## src/rtl/secventiator_cursa_pkg.sv

```systemverilog
// Shared definitions for the race sequencer: state codes (also exported as the
// debug 'stare' value), circuit selector codes and the circuit -> lap target map.
package secventiator_cursa_pkg;

    typedef enum logic [2:0] {
        ST_IDLE   = 3'd0,
        ST_START  = 3'd1,
        ST_RUN    = 3'd2,
        ST_FINISH = 3'd3,
        ST_FAULT  = 3'd4
    } stare_t;

    localparam logic [1:0] CIRC_ANDUR  = 2'b00;  // endurance, no lap target
    localparam logic [1:0] CIRC_1TURA  = 2'b01;  // one lap
    localparam logic [1:0] CIRC_10TURE = 2'b10;  // ten laps
    localparam logic [1:0] CIRC_REZ    = 2'b11;  // reserved, start is refused

    localparam logic [3:0] COUNT_MAX = 4'd15;

    // Lap target for a circuit; 0 means "no target, run until abort/fault".
    function automatic logic [3:0] tinta_ture(input logic [1:0] c);
        case (c)
            CIRC_1TURA:  tinta_ture = 4'd1;
            CIRC_10TURE: tinta_ture = 4'd10;
            default:     tinta_ture = 4'd0;
        endcase
    endfunction

endpackage

```

## src/rtl/secventiator_cursa_filtru_intrare.sv

```systemverilog
// Input conditioner: 2-flop synchroniser followed by a consecutive-sample filter.
// The output rises once DEBOUNCE_CYC consecutive synced-high samples have been
// seen and drops on the first synced-low sample.
// Ports:
//   clk, rst  clock, asynchronous active-high reset
//   din       raw asynchronous input
//   dout      filtered, clk-synchronous output
module filtru_intrare #(
    parameter int DEBOUNCE_CYC = 16
) (
    input  logic clk,
    input  logic rst,
    input  logic din,
    output logic dout
);
    localparam int CW = $clog2(DEBOUNCE_CYC + 1);
    localparam logic [CW-1:0] CNT_MAX = CW'(DEBOUNCE_CYC);

    logic          sync1_q, sync2_q;
    logic [CW-1:0] cnt_q, cnt_d;
    logic          out_q, out_d;

    always_comb begin
        cnt_d = cnt_q;
        if (!sync2_q)
            cnt_d = '0;
        else if (cnt_q != CNT_MAX)
            cnt_d = cnt_q + CW'(1);
        out_d = sync2_q && (cnt_d == CNT_MAX);
    end

    always_ff @(posedge clk or posedge rst) begin
        if (rst) begin
            sync1_q <= 1'b0;
            sync2_q <= 1'b0;
            cnt_q   <= '0;
            out_q   <= 1'b0;
        end else begin
            sync1_q <= din;
            sync2_q <= sync1_q;
            cnt_q   <= cnt_d;
            out_q   <= out_d;
        end
    end

    assign dout = out_q;

endmodule

```

## src/rtl/secventiator_cursa.sv

```systemverilog
// Race sequencer: gates the movement logic (run_en), counts accepted laps from the
// finish-line detector, stops at the per-circuit lap target and faults on line loss.
// Ports:
//   clk, rst     clock, asynchronous active-high reset
//   start, abort synchronous level requests, acted on at their rising edge
//   circuit      00 endurance, 01 one lap, 10 ten laps, 11 reserved
//   tact_count   raw finish-line detect (async)
//   senzor_3     centre line sensor, 1 = on line (async)
//   run_en       movement logic may drive motors
//   count_ture   accepted laps since last start, saturating at 15
//   stop_lamp    brake lamp, lit outside RUN
//   lap_pulse    one-cycle pulse per accepted lap
//   fault        line-loss fault, held until next start or reset
//   stare        state code for debug
module secventiator_cursa
    import secventiator_cursa_pkg::*;
#(
    parameter int DEBOUNCE_CYC    = 16,
    parameter int LAP_LOCKOUT_CYC = 25000000,
    parameter int START_DELAY_CYC = 50000000,
    parameter int LOST_CYC        = 10000000
) (
    input  logic       clk,
    input  logic       rst,
    input  logic       start,
    input  logic       abort,
    input  logic [1:0] circuit,
    input  logic       tact_count,
    input  logic       senzor_3,
    output logic       run_en,
    output logic [3:0] count_ture,
    output logic       stop_lamp,
    output logic       lap_pulse,
    output logic       fault,
    output logic [2:0] stare
);
    localparam int KW = $clog2(LAP_LOCKOUT_CYC + 1);
    localparam int DW = $clog2(START_DELAY_CYC + 1);
    localparam int LW = $clog2(LOST_CYC + 1);
    localparam logic [KW-1:0] LOCK_RELOAD = KW'(LAP_LOCKOUT_CYC - 1);
    localparam logic [DW-1:0] DELAY_LAST  = DW'(START_DELAY_CYC - 1);
    localparam logic [LW-1:0] LOST_LAST   = LW'(LOST_CYC - 1);

    logic tact_f, sen_f;

    filtru_intrare #(.DEBOUNCE_CYC(DEBOUNCE_CYC)) u_filt_tact (
        .clk(clk), .rst(rst), .din(tact_count), .dout(tact_f)
    );
    filtru_intrare #(.DEBOUNCE_CYC(1)) u_filt_sen (
        .clk(clk), .rst(rst), .din(senzor_3), .dout(sen_f)
    );

    stare_t        state_q, state_d;
    logic [3:0]    count_q, count_d;
    logic [1:0]    circ_q, circ_d;
    logic          fault_q, fault_d;
    logic          lap_pulse_q, lap_pulse_d;
    logic [KW-1:0] lock_q, lock_d;
    logic [DW-1:0] delay_q, delay_d;
    logic [LW-1:0] lost_q, lost_d;
    logic          start_prev_q, start_prev_d;
    logic          abort_prev_q, abort_prev_d;
    logic          tact_prev_q, tact_prev_d;

    logic       start_edge, abort_edge, lap_acc, lost_hit;
    logic [3:0] count_next, target;

    assign start_edge = start & ~start_prev_q;
    assign abort_edge = abort & ~abort_prev_q;
    // A lap only counts in RUN and only once the previous lap's lockout has expired.
    assign lap_acc    = (state_q == ST_RUN) && tact_f && !tact_prev_q && (lock_q == '0);
    assign lost_hit   = !sen_f && (lost_q == LOST_LAST);
    assign count_next = (count_q == COUNT_MAX) ? COUNT_MAX : count_q + 4'd1;
    assign target     = tinta_ture(circ_q);

    always_comb begin
        state_d      = state_q;
        count_d      = count_q;
        circ_d       = circ_q;
        fault_d      = fault_q;
        lap_pulse_d  = 1'b0;
        delay_d      = '0;
        lost_d       = '0;
        lock_d       = (lock_q != '0) ? lock_q - KW'(1) : '0;
        start_prev_d = start;
        abort_prev_d = abort;
        tact_prev_d  = tact_f;

        case (state_q)
            ST_IDLE, ST_FINISH, ST_FAULT: begin
                if (start_edge && circuit != CIRC_REZ) begin
                    state_d = ST_START;
                    circ_d  = circuit;
                    count_d = 4'd0;
                    fault_d = 1'b0;
                end
            end
            ST_START: begin
                if (abort_edge)
                    state_d = ST_IDLE;
                else if (delay_q == DELAY_LAST)
                    state_d = ST_RUN;
                else
                    delay_d = delay_q + DW'(1);
            end
            ST_RUN: begin
                // Never overflows: reaching LOST_LAST while low leaves RUN.
                lost_d = sen_f ? '0 : lost_q + LW'(1);
                if (abort_edge) begin
                    state_d = ST_IDLE;
                end else if (lap_acc && target != 4'd0 && count_next == target) begin
                    state_d     = ST_FINISH;
                    count_d     = count_next;
                    lap_pulse_d = 1'b1;
                    lock_d      = LOCK_RELOAD;
                end else if (lost_hit) begin
                    state_d = ST_FAULT;
                    fault_d = 1'b1;
                end else if (lap_acc) begin
                    count_d     = count_next;
                    lap_pulse_d = 1'b1;
                    lock_d      = LOCK_RELOAD;
                end
            end
            default: state_d = ST_IDLE;
        endcase
    end

    always_ff @(posedge clk or posedge rst) begin
        if (rst) begin
            state_q      <= ST_IDLE;
            count_q      <= '0;
            circ_q       <= CIRC_ANDUR;
            fault_q      <= 1'b0;
            lap_pulse_q  <= 1'b0;
            lock_q       <= '0;
            delay_q      <= '0;
            lost_q       <= '0;
            start_prev_q <= 1'b0;
            abort_prev_q <= 1'b0;
            tact_prev_q  <= 1'b0;
        end else begin
            state_q      <= state_d;
            count_q      <= count_d;
            circ_q       <= circ_d;
            fault_q      <= fault_d;
            lap_pulse_q  <= lap_pulse_d;
            lock_q       <= lock_d;
            delay_q      <= delay_d;
            lost_q       <= lost_d;
            start_prev_q <= start_prev_d;
            abort_prev_q <= abort_prev_d;
            tact_prev_q  <= tact_prev_d;
        end
    end

    assign run_en     = (state_q == ST_RUN);
    assign stop_lamp  = (state_q != ST_RUN);
    assign count_ture = count_q;
    assign lap_pulse  = lap_pulse_q;
    assign fault      = fault_q;
    assign stare      = state_q;

endmodule

```

## config.mk

```make
export PLATFORM = sky130hd
export DESIGN_NAME = secventiator_cursa
export DESIGN_NICKNAME = d
export VERILOG_FILES = /design/src/rtl/secventiator_cursa_pkg.sv /design/src/rtl/secventiator_cursa_filtru_intrare.sv /design/src/rtl/secventiator_cursa.sv
export SDC_FILE = /design/constraint.sdc
export NUM_CORES = 1
export LEC_CHECK = 0
export BUFFER_PORTS_ARGS = -buffer_cell sky130_fd_sc_hd__buf_2
export CAP_MARGIN = 20
export CORE_MARGIN = 4
export CORE_UTILIZATION = 30
export DETAILED_ROUTE_END_ITERATION = 10
export PLACE_DENSITY = 0.53
export SYNTH_ARGS = -nofsm -noshare
export SYNTH_HDL_FRONTEND = slang
export SYNTH_SLANG_ARGS = --single-unit
```

## constraint.sdc

```tcl
create_clock -name clk -period 3.43 [get_ports clk]
set_clock_uncertainty 0.05 [all_clocks]
set_input_delay 0.1715 -clock clk [delete_from_list [all_inputs] [get_ports clk]]
set_output_delay 0.1715 -clock clk [all_outputs]
set_load 0.005 [all_outputs]
```

Word level (Yosys, flattened, before mapping)
Cells that the tools add are included.

word-level totals
  bits in registers = 101
  bits of input ports = 8

cells by class
  equal/unequal tests = 22
  bitwise logic cells = 4
  multiplexer cells = 40
  add/subtract/negate cells = 6
  reduce and logical (&&, ||, !) cells = 21

operators with widths
  operator                                                count
  two-way mux 25 bit                                      6
  two-way mux 26 bit                                      3
  two-way mux 24 bit                                      2
  adder 26 x 1 -> 26 bit (second input constant)          1
  equality test 26 bit (second input constant)            1
  logical NOT 25 bit                                      1
  nonzero test 25 bit                                     1
  subtractor 25 x 1 -> 25 bit (second input constant)     1
  adder 24 x 1 -> 24 bit (second input constant)          1
  equality test 24 bit (second input constant)            1
  two-way mux 4 bit                                       6
  two-way mux 3 bit                                       6
  one-hot mux 4 bit (2 select lines)                      2
  two-way mux 1 bit                                       11
  two-way mux 5 bit                                       2
  AND reduction 5 bit                                     2
  logical AND 1 bit                                       9
  one-hot mux 3 bit (3 select lines)                      1
  inequality test 2 bit (second input constant)           4
  equality test 3 x 2 -> 1 bit (second input constant)    2
  inequality test 3 x 2 -> 1 bit (second input constant)  2
  adder 5 x 1 -> 5 bit (second input constant)            1
  equality test 5 bit (second input constant)             1
  inequality test 5 bit (second input constant)           1
  other kinds (22)                                        25

Logic depth before layout (Yosys ltp)
Gate-level depths: netlist (run 1).

  word-level depth = 9
  mapped depth = 8

Cells and area by module
Synthesis (run 1) repeated with hierarchy kept, for this count alone.

second synthesis, totals
  cell total of the unflattened synthesis = 516
  area, all modules = 5038.6 µm²

by module, submodules not included
  module                         area an instance (µm²)  seq. area each (µm²)  cells each  instances
  secventiator_cursa             4558.1                  2227.1                472         1
  filtru_intrare at u_filt_tact  401.6                   200.2                 40          1
  filtru_intrare at u_filt_sen   78.8                    75.1                  4           1

Worst setup path after synthesis (run 1)
No wires, ideal clock.

  path kind = reg2reg
  start = register lock_q[13]
  end = register count_q[2] (netlist: count_ture[2])
  cell stages (with the launch flop) = 7
  path buffers = 1
  arrival = 2.247 ns
  path slack = 1.010 ns
  period minus slack after synthesis = 2.420 ns
  cells stage by stage = dfrtp_1 or4_4 or4_4 buf_6 nor3_4 o211ai_4 o221a_1

on the way
  word-level cells in the longest chain between the ends = 7
  elaborated cells between the ends (all ways) = 10

ends and longest elaborated chain
  element                             line                       text
  start: declaration                  secventiator_cursa.sv:58   logic [KW-1:0] lock_q, lock_d;
  start signal: assignment            secventiator_cursa.sv:148  lock_q <= lock_d;
  logical NOT 25 bit (*)              secventiator_cursa.sv:71   assign lap_acc = (state_q == ST_RUN) && tact_f && !tact_prev_q && (lock_q == '0);
  logical AND 1 bit (*)               secventiator_cursa.sv:71
  logical AND 1 bit (2 in a row)      secventiator_cursa.sv:111  end else if (lap_acc && target != 4'd0 && count_next == target) begin
  two-way mux 4 bit                   secventiator_cursa.sv:111
  two-way mux 4 bit                   secventiator_cursa.sv:109  if (abort_edge) begin
  one-hot mux 4 bit (2 select lines)  secventiator_cursa.sv:89   case (state_q)
  end signal: assignment              secventiator_cursa.sv:144  count_q <= count_d;
  end: declaration                    secventiator_cursa.sv:54   logic [3:0] count_q, count_d;

Every way passes the cells marked *; elsewhere a longest branch is shown, timed or not. The select of a mux whose other input is x is not followed.
A chain may end at the register's enable or synchronous reset.

Worst setup path in the final report (run 1)
  start = register lost_q[0]
  end = register lock_q[13]

on the way
  word-level cells in the longest chain between the ends = 6

ends and longest elaborated chain
  element                   line                       text
  start: declaration        secventiator_cursa.sv:60   logic [LW-1:0] lost_q, lost_d;
  start signal: assignment  secventiator_cursa.sv:150  lost_q <= lost_d;
  equality test 24 bit      secventiator_cursa.sv:72   assign lost_hit = !sen_f && (lost_q == LOST_LAST);
  logical AND 1 bit         secventiator_cursa.sv:72
  two-way mux 25 bit        secventiator_cursa.sv:116  end else if (lost_hit) begin
  two-way mux 25 bit        secventiator_cursa.sv:111
  two-way mux 25 bit        secventiator_cursa.sv:109
  two-way mux 25 bit        secventiator_cursa.sv:89
  via lock_d[13]            secventiator_cursa.sv:58

The timed path passes the listed nets, and every way through them passes these cells.

==> impl_results.md, run 1 <==
- Tmin final: 2710 ps
- Pre-Repair DR Iteration Count: 4
- Post-Syn Instances: 515
- Number of global-route vias before repair: 3,847
- Avg Inst Size Synth: 9.97 sq um
- Synth Warn #: 0
- Worst Path Max Fanout: 19
- Syn_nets: 532
- Endpoint class of the critical path: register
- Sw power: 0.718 mW
- Total track usage: 11.6%
- Peak VDD IR: 0.206 mV
- Core region area: 16,700 sq um
- DR iter-0 viols: 210
- # clock sinks: 100
- Die height: 139 um
- Commonest cells post-synth: 100 x dfrtp_1, 70 x nor2_1, 39 x xnor2_1, 28 x nand3_1, 26 x nand2_1
- PwrDens: 461 nW/um^2
- Num rows: 47
- Total CTS buffers: 9
- Outcome: completed
- Number of library cell types mapped by synthesis: 59
- Fmax: 368 MHz
- Comb power frac: 14.2%
- # IOs: 19
- Lkg Pwr: 2.33 nW
- Bufs on Longest Clock Path: 2
- Wirelength per Cell: 14.0 um
- Via density: 5.02
- Dominant cell by count in the synthesized netlist: dfrtp_1
- Async S/R FF share, synth: 100%
- Final ANT Viol Nets: 0
- Diodes inserted: 0
- Area grow syn2layout: 13.9%
- HPWL Detailed: 7330 um
- Routed WL: 10,700 um
- Worst R2R Setup Slack: 720 ps
- GPL Wtd Cong: 0.839
- Worst Setup Start Kind: register
- # Post-CTS Setup Buffers: 0
- CP top delay family: simple AND/OR/NAND/NOR gates
- Register bit total from synthesis: 100
- Crit path kind: register to register
- Grt ovf: 0
- Min-delay worst type: input pin to register
- Number of synthesized flops with an enable pin: 0
- Initial Util: 30.7%
- Slew @ Worst Pin: 896 ps
- Int Power: 1.98 mW
- CTS tree: yes
- Clk slew on worst S/H paths: 70 ps
- Final net count: 558
- H-tree lvl count: 3
- Via count: 3,838
- Switching Share: 26.6%
- Mapped cell area: 5130 sq um
- WP buf/inv: 0
- Layout cell share with drive strength beyond 1: 10.6%
- DRC: 0
- Yosys top cell area share: 48.7%
- Clock share of power: 38.8%
- Post-route insts no fill: 765
- Crit path DAT: 2850 ps
- TNS Setup: 0 ps
- Largest net degree at the start of global routing: 83
- Root Buffer: clkbuf_16
- Clock latency on the worst-skew pair: 350 ps
- Required time worst endpoint: 3570 ps
- CP cell instances: ha_1, and3_1, nand2_1, or4_1, o211ai_4, o21ai_0
- Die W: 139 um
- Max-Cap Viols: 0
- Max stage delay on crit path: 740 ps
- Post-synth top area cell: dfrtp_1
- Setup Viol. Count Final: 0
- Synth Flop Type: dfrtp_1
- First-pass GRT wire length: 18,800 um
- Die area: 19,300 sq um
- Seq pwr share: 47.0%
- # fillers: 1,685
- Initial antenna violation count: 0
- Slew margin rel.: 40.3%
- Tcrit/Tclk final: 79.1%
- Cell with the largest stage delay on the worst path: or4_1
- Synth area leaders: dfrtp_1 49%, xnor2_1 6.7%, nor2_1 5.1%
- Buffers added on ports: 18
- Register area share after synthesis: 48.7%
- Fin. Hold Viols: 0
- RSZ-0062 raised after global routing: false
- Max Slew Vio Count: 0
- # placed instances: 744
-- stage by stage --
| stage | area, sq um | hold slack (ps) | setup slack (ps) | power [mW] | util, % |
|---|---|---|---|---|---|
| after global placement | 5470 | 233 | 832 | 1.66 | 32.7 |
| after floorplan | 5130 | 153 | 590 | 1.56 | - |
| after CTS | 5810 | 4.43 | 714 | 2.73 | 34.8 |
| after detailed placement | 5470 | 232 | 711 | 1.67 | 32.7 |
| after global routing | 5850 | 17.6 | 528 | 2.83 | 35.0 |
| final | 5850 | 16.2 | 716 | 2.70 | 35.0 |
-- power groups by stage --
stage          Clock, mW  Sequential [mW]  Combinational, mW
2_1_floorplan          0             1.28              0.277
3_3_place_gp           0             1.29              0.371
3_5_place_dp           0             1.29              0.380
4_1_cts             1.08             1.27              0.384
5_1_grt             1.13             1.27              0.432
6_report            1.05             1.27              0.382
-- worst register-to-register path, cell delays in order, from the launching register on --
cell,delay (ps)
dfrtp_1,390
ha_1,190
and3_1,250
nand2_1,180
or4_1,740
o211ai_4,560
o21ai_0,190
-- timing repair --
item                       CTS  global route
resized for setup            0             0
hold buffers                 4             1
hold endpoints to repair     4            15
setup endpoints to repair    0             0
-- logic make-up after synthesis --
logic type / share of synthesized area, %
multiplexers: 1.05
XOR/XNOR: 10.7
AO/OA/AOI/OAI: 8.12
adder cells (fa/ha/maj): 2.19
AND/OR/NAND/NOR: 26.1
flip-flops: 48.7
buffers and inverters: 3.07
-- metal layers --
layer	GRT usage, %	up-vias	share of wire [%]
li1	-	1885	-
met1	16.3	1872	50
met2	17.7	67	46
met3	1.69	14	2.8
met4	4.99	0	1.9
met5	0	-	0
-- registers in the layout (all words and copies together), names as in the netlist, 2 cells and up --
signal,cells
circ_q,2
count_ture,4
delay_q,26
lock_q,25
lost_q,24
stare,3
u_filt_tact.cnt_q,5
-- cell usage in the layout (no fill, tap or decap), types with 3 or more instances in the layout --
cell	synthesis	layout
nor3_1	22	22
clkbuf_8	1	3
xnor2_1	39	39
or4_1	7	7
nor4bb_1	3	3
nand4_1	18	18
buf_4	0	5
and2_1	5	5
dfrtp_1	100	100
a31oi_1	3	3
ha_1	9	9
mux2_2	3	3
dlygate4sd3_1	0	5
inv_1	19	18
a21oi_1	9	9
or3_1	10	10
o21ai_0	20	20
nor4b_1	3	3
and3_1	15	15
xor2_1	24	24
clkbuf_16	0	9
and4_1	5	5
o2111a_1	3	3
nand2b_1	5	5
nor2_1	70	70
nor4_1	12	12
nand2_1	26	26
nand3_1	28	28
buf_2	1	18
-- worst paths after layout --
kind	startpoint	end	depth (start not counted)
max	lost_q[0]	lock_q[13]	6
min	circuit[1]	circ_q[1]	2
max reg2reg	lost_q[0]	lock_q[13]	6
min reg2reg	u_filt_tact.sync1_q	u_filt_tact.sync2_q	0
max in group asynchronous	rst	delay_q[8]	5
min in group asynchronous	rst	lock_q[12]	3
-- cell type report --
cell class	instances	area [sq um]	share of cell area, %
tap	220	275	4.71
inverter	19	73.8	1.26
clock inverter	1	30.0	0.513
sequential	100	2500	42.8
multi-input combinational	382	2490	42.5
timing repair buffer	29	205	3.51
clock buffer	14	274	4.69
No activity file was read; power rests on OpenSTA's default activity.
==> run 2, diff against run 1 <==
--- a/config.mk
+++ b/config.mk
@@ -10,7 +10,7 @@
 export CORE_MARGIN = 4
 export CORE_UTILIZATION = 30
 export DETAILED_ROUTE_END_ITERATION = 10
-export PLACE_DENSITY = 0.53
+export PLACE_DENSITY = 0.54
 export SYNTH_ARGS = -nofsm -noshare
 export SYNTH_HDL_FRONTEND = slang
 export SYNTH_SLANG_ARGS = --single-unit
==> constraint.sdc (replaced) <==
create_clock -name clk -period 2.3 [get_ports clk]
set_clock_uncertainty 0.05 [all_clocks]
set_input_delay 0.115 -clock clk [delete_from_list [all_inputs] [get_ports clk]]
set_output_delay 0.115 -clock clk [all_outputs]
set_load 0.005 [all_outputs]
==> run 2 against run 1 <==
- the run now ends with negative setup slack left
- via count grew 5.5%
- final cell count increased by 6.7%
- fmax increased by 14%
- worst hold slack gained 280 ps
- global-route usage increased by 0.20 points
- first-iteration DRC count grew 5.2%
- utilization is 3.0 points higher
- routed wire length up 5.0%
- largest cell class is now multi-input gates
==> impl_results.md, run 2 (synthesis gave the netlist of run 1 again) <==
- Outcome: finished with violations
- Violated checks: negative setup slack
- GR peak layer: met2
- H-tree lvl count: 3
- Initial antenna violation count: 0
- CP cell instances: or4_4, or4_4, buf_6, nor3_4, o2111a_1, o221a_1
- Via density: 4.96
- Lkg Pwr: 2.63 nW
- Total track usage: 11.7%
- Largest registers: delay_q (26), lock_q (25), lost_q (24)
- Setup ws final: -89.5 ps
- Met3 Usage GRT: 3.17%
- Max Slew Vio Count: 0
- Diodes inserted: 0
- Total CTS buffers: 9
- Cell with the largest stage delay on the worst path: or4_4
- Worst Path Max Fanout: 7
- Sw power: 1.10 mW
- Via count: 4,051
- Comb power frac: 16.6%
- Fin. Hold Viols: 0
- Most frequent cells in the layout: 100 x dfrtp_1, 70 x nor2_1, 46 x buf_4
- Routed WL: 11,200 um
- First-pass GRT wire length: 19,000 um
- Critical Path Source: lock_q[18]
- Die height: 139 um
- Wirelength per Cell: 13.8 um
- DR iter-0 viols: 221
- Design Power: 4.05 mW
- # clock sinks: 100
- # IOs: 19
- Max reg flops: 26
- GPL Wtd Cong: 0.774
- Pre-Repair DR Iteration Count: 4
- Clk slew on worst S/H paths: 60 ps
- PwrDens: 637 nW/um^2
- Largest net degree at the start of global routing: 101
- Number of global-route vias before repair: 4,051
- Die area: 19,300 sq um
- Crit path DAT: 2620 ps
- Slew @ Worst Pin: 558 ps
- Num rows: 47
- Final net count: 608
- Max-Cap Viols: 0
- Initial Util: 30.7%
- Met1 Track Usage GR: 15.1%
- Switching Share: 27.1%
- Tmin final: 2390 ps
- Clock share of power: 37.3%
- RSZ-0062 raised after global routing: true
- Buffers added on ports: 18
- Met2 track demand over resource: 19.4%
- Hold Crit Depth: 0
- Final ANT Viol Nets: 0
- Peak VDD IR: 0.451 mV
- R2r startpoint: lock_q[18]
- Most frequent CP cell: or4_4
- Layout cell share with drive strength beyond 1: 21.0%
- Hold Crit Start: u_filt_tact.sync1_q
- Die W: 139 um
- CTS tree: yes
- Clock latency on the worst-skew pair: 340 ps
- Critical path depth: 6
- Endpoint class of the critical path: register
- Most common cell after layout, fill and taps aside: dfrtp_1
- Root Buffer: clkbuf_16
- Core region area: 16,700 sq um
- Bufs on Longest Clock Path: 2
- Register-to-Register Path Depth: 6
- Int Power: 2.95 mW
- Area grow syn2layout: 23.7%
- Largest Register: delay_q
- Seq pwr share: 46.1%
- Tcrit/Tclk final: 104%
- WP buf/inv: 1
- Slew margin rel.: 62.5%
- Required time worst endpoint: 2530 ps
- Min-delay worst type: register to register
- CP top delay family: simple AND/OR/NAND/NOR gates
- TNS Setup: -258 ps
- Worst Setup Start Kind: register
- DRC: 0
- HPWL Detailed: 7800 um
- Crit path kind: register to register
- Fmax: 419 MHz
- Grt ovf: 0
- Max stage delay on crit path: 530 ps
- Setup Viol. Count Final: 7
run 2: changes by cell type in the layout (fill, tap and decap cells not counted), sizes merged:
cell         before  now
clkbuf           14   13
clkinv            0    3
dlygate4sd3       5    7
buf              24   71
clkinvlp          0    1
inv              19   18
run 2: path summary, 6_finish.rpt:
| path | end | slack (ps) |
|---|---|---|
| worst min register to register | u_filt_tact.sync2_q | 300 |
| max in group asynchronous | lost_q[0] | 1370 |
| worst min-delay path | u_filt_tact.sync2_q | 300 |
| worst max register to register | count_ture[2] | -90 |
| worst max-delay path | count_ture[2] | -90 |
| min in group asynchronous | lock_q[12] | 380 |
run 2: stage by stage:
step / setup WS [ps] / instance area [sq um] / hold WS, ps / util, % / std cells
final: -89.5 / 6350 / 297 / 38.0 / 816
after global routing: -185 / 6350 / 305 / 38.0 / 816
after CTS: -72.5 / 6250 / 300 / 37.4 / 814
after detailed placement: -90.0 / 5850 / 175 / 35.1 / 791
after global placement: -93.8 / 5850 / 179 / 35.1 / 791
after floorplan: -99.2 / 5140 / 96.4 / - / 515
run 2: what timing repair did:
item / in CTS / in global routing
pin swaps: 5 / 6
hold buffers: 7 / 0
setup endpoints to repair: 11 / 29
endpoints found under the hold margin: 106 / 0
cloned: 0 / 1
buffers inserted: 0 / 1
gates resized for setup: 7 / 24
run 2: per-layer routing:
metal | wire length [um] | up-vias
li1 | - | 1982
met1 | 5290 | 1996
met2 | 5410 | 63
met3 | 396 | 10
met4 | 133 | 0
met5 | 0 | -
run 2: cell type report:
class                           instances  area [sq um]
Clock buffer                           12           246
Clock inverter                          4          48.8
Fill cell                            1665         10400
Inverter                               19          75.1
Multi-Input combinational cell        382          2560
Sequential cell                       100          2500
Tap cell                              220           275
Timing Repair Buffer                   79           636
run 2: power by group through the flow:
stage	logic, mW	clock network [mW]	registers [mW]
2_1_floorplan	0.414	0	1.91
3_3_place_gp	0.652	0	1.89
3_5_place_dp	0.667	0	1.90
4_1_cts	0.680	1.56	1.87
5_1_grt	0.752	1.63	1.87
6_report	0.672	1.51	1.87
